## config.mk

```make
export PLATFORM = sky130hd
export DESIGN_NAME = pcs_tx_ordered_set
export DESIGN_NICKNAME = d
export VERILOG_FILES = /design/src/rtl/pcs_tx_ordered_set.sv
export SDC_FILE = /design/constraint.sdc
export NUM_CORES = 1
export LEC_CHECK = 0
export ABC_AREA = 1
export BUFFER_PORTS_ARGS = -buffer_cell sky130_fd_sc_hd__buf_2
export CELL_PAD_IN_SITES_DETAIL_PLACEMENT = 0
export CELL_PAD_IN_SITES_GLOBAL_PLACEMENT = 1
export CORE_AREA = 5 5 60 76
export DETAILED_ROUTE_END_ITERATION = 6
export DIE_AREA = 0 0 65 81
export PLACE_DENSITY = 0.89
export RECOVER_POWER = 100
export SLEW_MARGIN = 20
export SYNTH_ARGS = -nofsm -noshare
export SYNTH_HDL_FRONTEND = slang
export SYNTH_SLANG_ARGS = --single-unit
```

## constraint.sdc

```tcl
create_clock -name GTX_CLK -period 2.3 [get_ports GTX_CLK]
set_clock_uncertainty 0.1 [all_clocks]
set_input_delay 0.345 -clock GTX_CLK [delete_from_list [all_inputs] [get_ports GTX_CLK]]
set_output_delay 0.345 -clock GTX_CLK [all_outputs]
set_load 0.005 [all_outputs]
```

## src/rtl/pcs_tx_ordered_set.sv

```systemverilog
// 1000BASE-X PCS transmit ordered-set controller: turns GMII TX_EN/TX_ER/TXD into
// the per-cycle code group for the 8b/10b encoder, keeping idles even-aligned.
module pcs_tx_ordered_set #(
   parameter int CNT_W = 16
) (
   input  logic             GTX_CLK,
   input  logic             mr_main_reset,
   input  logic             TX_EN,
   input  logic             TX_ER,
   input  logic [7:0]       TXD,
   output logic [7:0]       tx_o_set,
   output logic             tx_o_set_k,
   output logic             tx_even,
   output logic             transmitting,
   output logic [CNT_W-1:0] tx_frame_cnt
);

   localparam logic [7:0] K28_5 = 8'hBC;
   localparam logic [7:0] D16_2 = 8'h50;
   localparam logic [7:0] K_S   = 8'hFB;
   localparam logic [7:0] K_T   = 8'hFD;
   localparam logic [7:0] K_R   = 8'hF7;
   localparam logic [7:0] K_V   = 8'hFE;

   localparam logic [CNT_W-1:0] CNT_ONE = {{(CNT_W-1){1'b0}}, 1'b1};

   typedef enum logic [2:0] {
      IDLE_K,
      IDLE_D,
      SOP,
      DATA,
      EOP,
      EPD2,
      EPD3
   } state_t;

   state_t state;

   // The state names the code group currently on tx_o_set, so every branch
   // loads the outputs belonging to the state it moves into.
   always_ff @(posedge GTX_CLK) begin
      if (mr_main_reset) begin
         state        <= IDLE_K;
         tx_o_set     <= K28_5;
         tx_o_set_k   <= 1'b1;
         tx_even      <= 1'b1;
         transmitting <= 1'b0;
         tx_frame_cnt <= '0;
      end else begin
         tx_even <= ~tx_even;
         case (state)
            IDLE_K: begin
               state        <= IDLE_D;
               tx_o_set     <= D16_2;
               tx_o_set_k   <= 1'b0;
               transmitting <= 1'b0;
            end
            // A frame may only begin from the odd idle slot so /S/ lands even.
            IDLE_D: begin
               if (TX_EN) begin
                  state        <= SOP;
                  tx_o_set     <= K_S;
                  tx_o_set_k   <= 1'b1;
                  transmitting <= 1'b1;
               end else begin
                  state        <= IDLE_K;
                  tx_o_set     <= K28_5;
                  tx_o_set_k   <= 1'b1;
                  transmitting <= 1'b0;
               end
            end
            SOP, DATA: begin
               if (TX_EN) begin
                  state        <= DATA;
                  tx_o_set     <= TX_ER ? K_V : TXD;
                  tx_o_set_k   <= TX_ER;
                  transmitting <= 1'b1;
               end else begin
                  state        <= EOP;
                  tx_o_set     <= K_T;
                  tx_o_set_k   <= 1'b1;
                  transmitting <= 1'b1;
                  tx_frame_cnt <= tx_frame_cnt + CNT_ONE;
               end
            end
            EOP: begin
               state        <= EPD2;
               tx_o_set     <= K_R;
               tx_o_set_k   <= 1'b1;
               transmitting <= 1'b0;
            end
            // A second /R/ pads an even-slot /R/ so the next /K28.5/ is even.
            EPD2: begin
               tx_o_set_k   <= 1'b1;
               transmitting <= 1'b0;
               if (tx_even) begin
                  state    <= EPD3;
                  tx_o_set <= K_R;
               end else begin
                  state    <= IDLE_K;
                  tx_o_set <= K28_5;
               end
            end
            EPD3: begin
               state        <= IDLE_K;
               tx_o_set     <= K28_5;
               tx_o_set_k   <= 1'b1;
               transmitting <= 1'b0;
            end
            default: begin
               state        <= IDLE_K;
               tx_o_set     <= K28_5;
               tx_o_set_k   <= 1'b1;
               transmitting <= 1'b0;
            end
         endcase
      end
   end

endmodule
```

# After elaboration in Yosys (flattened, before gate mapping)

Cells that the tools add are included.

Flip-flop bits (word level): 30
Input port bits: 12
Word-level logic and storage cells: 30

$add $sub $neg: 1
Eq/ne operators: 5
Mux-type cells: 13
Bitwise gates (word level): 2
Reductions and logical operators: 3

Operator list:

| operator              | number |
|---|---|
| $pmux 8 s5            | 1 |
| $add 16x1->16 const B | 1 |
| $mux 8                | 2 |
| $pmux 3 s5            | 1 |
| $mux 7                | 2 |
| $eq 3x2->1 const B    | 2 |
| $eq 3x3->1 const B    | 2 |
| $mux 3                | 2 |
| $pmux 1 s2            | 2 |
| $eq 3x1->1 const B    | 1 |
| $logic_not 3->1       | 1 |
| $mux 1                | 2 |
| $mux 2                | 1 |
| $not 1->1             | 2 |
| $reduce_and 2->1      | 1 |
| $reduce_or 2->1       | 1 |

# Longest topological paths before layout

Depth in word-level cells: 3
Gate-level depth with buffers: 9

# Worst setup path after synthesis

OpenSTA, ideal clock, no wires.

Path type: reg-to-reg
Start: reg tx_frame_cnt[0]
End: reg tx_frame_cnt[14]
Setup time: 128 ps
Arrival time: 1,147 ps
Required time: 2,072 ps
Setup slack: 925 ps
Cell stages (with the launch flop): 9
Period minus slack after synthesis: 1,375 ps
Cells stage by stage: dfxtp_1 > ha_1 > nand2_1 > nor2_1 > nand2_1 > nor2_4 > nand4_1 > nand2_1 > nor2_1

Longest elaborated chain between the ends: 1

RTL lines:

| item                     | RTL line | text |
|---|---|---|
| start: declaration       | 15       | `output logic [CNT_W-1:0] tx_frame_cnt` |
| start signal: assignment | 83       | `tx_frame_cnt <= tx_frame_cnt + CNT_ONE;` |
| $add 16x1->16            | 83       |  |

Every way passes these cells.
A chain may end at the register's enable or synchronous reset.

# Worst setup path after layout

Start: reg state[2]
End: reg tx_frame_cnt[14]

Longest elaborated chain between the ends: 3
Elaborated cells on any way between the ends: 4
Those cells by class: 2 x eq/ne; 2 x reduce/logical

RTL lines:

| item                                | RTL line | text |
|---|---|---|
| start: declaration                  | 37       | `state_t state;` |
| start signal: assignment            | 43       | `state <= IDLE_K;` |
| start signal: assignment            | 53       | `state <= IDLE_D;` |
| start signal: assignment            | 61       | `state <= SOP;` |
| $eq 3x2->1                          | 51       | `case (state)` |
| $reduce_or 2->1 *                   | 51       |  |
| $reduce_and 2->1 (no source line) * | -        |  |

Mark *: on every way between the ends. The rest lies on a longest branch, timed or not.

==> impl_metrics.toml <==
[worst_setup_path]
worst-endpoint-required_ps = 2340
critical_path.max_fanout = 8
crit_type = "reg2reg"
cp-end-kind = "flip-flop"
crit_path_start_kind = "flip-flop"
critPathArrivalTime_ps = 1730

[floorplan]
dieWidth_um = 65
core_um2 = 3720
die-height_um = 81
die-area_um2 = 5270
rows = 25
start_util = 0.368
num_io_pins = 39

[placement]
place_congestion = 0.855
io_buffers = 38
dp_hpwl_mm = 2.52
placed_cells = 273
pre_cts_ws_ps = 811
placed_area_um2 = 1600

[job]
drv_cap = 0

[clock_tree]
numCtsBuffers = 5
cts-htree-levels = 2
ctsHoldBuffers = 0
clock-root-buffer = "clkbuf_8"
worstSkewPairLatency_ps = 280
clockBufferDepth = 2
cts_setup_buffers = 0
cts-resized-gates = 0
cts.clk_slew.worst_paths_ps = 60
cts_tree = "yes"
clock-sinks = 30

[status]
outcome = "finished, final reports clean"

[route]
via_per_inst = 4.71
wl_per_cell_um = 11.4
drc_errors = 0
drt_pass1_iterations = 4
drt_wl_total_mm = 3.20
drt_iter0_markers = 53
antenna_left = 0
num_vias = 1324

[layout]
nFillCells = 413
layout_commonest_cell = "nand2_1"
layout_common_cells = "nand2_1 (54), inv_1 (31), nor2_1 (31)"
layout.nets = 253
drive_gt1_frac = 0.149
design_area_um2 = 1640
antenna_cells = 0
syn_to_final_growth_pct = 19.8
final_cells = 281

[timing]
holdWs_ps = 173
max_freq_ghz = 0.592
post-route-min-period_ps = 1690
hold_viol_final = 0
finalSetupViolCount = 0
slew_headroom = 0.550
worstMarginPinSlew_ps = 675
setup_ws_ps = 611
slew_violations = 0
finalSetupTns_ps = 0
min_period_over_period = 0.734
rsz0062_at_grt = "no"

[logic_synthesis]
yosysSeqAreaShare = 0.438
yosysWarnings = 0
syn_nets = 211
netlist_instances = 198
ys_ff_latch = 30
synth_area_per_cell_um2 = 6.93
synth_area_um2 = 1370
yosysUniqueCellTypes = 23

[grt]
track_usage = 0.127
grt_pass1_vias = 1239
grt_pass1_wl_mm = 5.09
antenna_found_initial = 0
overflow = 0
grt_start_max_net_pins = 15

[pwr]
p_leak_uw = 0.000786
vdd_drop_max_uv = 335
powerDensity_nw_per_um2 = 651

[min_path]
hold_class = "in2reg"
-- report_power, final --
group | switching (uW) | total (uW) | internal, uW
Clock | 187 | 428 | 241
Sequential | 11.3 | 554 | 543
Combinational | 53.2 | 87.1 | 34.0
Total | 251 | 1070 | 818
-- cell type report --
class                      instances  area (um^2)  share of cell area
clock buffer                       7         86.3              0.0526
clock inverter                     1         5.00             0.00305
inverter                          32          120              0.0731
multi-input combinational        133          607               0.369
sequential                        30          601               0.366
tap                               40         50.0              0.0305
timing repair buffer              38          174               0.106
-- kinds of logic (layout without fill, tap and decap cells) --
| family | count (synthesis) | in the layout | share of synthesized area |
|---|---|---|---|
| compound gates | 22 | 22 | 0.0885 |
| buf+inv | 35 | 78 | 0.0976 |
| flops | 30 | 30 | 0.438 |
| xor+xnor | 1 | 1 | 0.00639 |
| fa+ha+maj | 1 | 1 | 0.00912 |
| simple gates | 109 | 109 | 0.360 |
-- synth_stat cells (all sizes together) --
master / n / area share
nand2: 54 / 0.15
xor2: 1 / 0.0064
clkbuf: 1 / 0.0027
nand3: 12 / 0.060
a31oi: 2 / 0.0091
buf: 2 / 0.0073
o31ai: 1 / 0.0055
o2111ai: 1 / 0.0064
a21oi: 8 / 0.029
o21ai: 9 / 0.033
inv: 32 / 0.088
ha: 1 / 0.0091
o211ai: 1 / 0.0055
dfxtp: 30 / 0.44
nor2: 32 / 0.099
nand4: 7 / 0.032
nor3: 4 / 0.022
-- registers in the layout, summed over array words and instances, names as in the netlist --
register      count
tx_o_set          8
tx_even           1
state             3
transmitting      1
tx_frame_cnt     16
tx_o_set_k        1
-- per-layer routing --
layer  track usage  share of wire  wire (um)
met4        0.0550          0.020         64
met2         0.233           0.49       1560
met5             0              0          0
met3        0.0526          0.072        231
met1         0.123           0.42       1340
-- worst max-delay path, stage by stage (launching register included) --
cell and delay, ps:
dfxtp_1 390, inv_1 130, nand3_1 290, nor2_1 390
nand4_1 120, nand2_1 90, nor2_1 30
-- metrics by stage --
stage,total power (uW),utilization
after CTS,1090,0.454
final,1070,0.441
after global routing,1120,0.441
after detailed placement,659,0.429
after floorplan,617,-
after global placement,659,0.429
-- path summary, 6_finish.rpt --
path | from | end | slack (ps) | depth (start not counted)
worst max-delay path | state[2]$_SDFF_PP0_ | tx_frame_cnt[14]$_SDFFE_PP0N_ | 610 | 6
worst min-delay path | TXD[4] | tx_o_set[4]$_SDFF_PP1_ | 170 | 3
worst max register to register | state[2]$_SDFF_PP0_ | tx_frame_cnt[14]$_SDFFE_PP0N_ | 610 | 6
worst min register to register | tx_even$_SDFF_PP1_ | tx_even$_SDFF_PP1_ | 330 | 1
No activity file was read; power rests on OpenSTA's default activity.
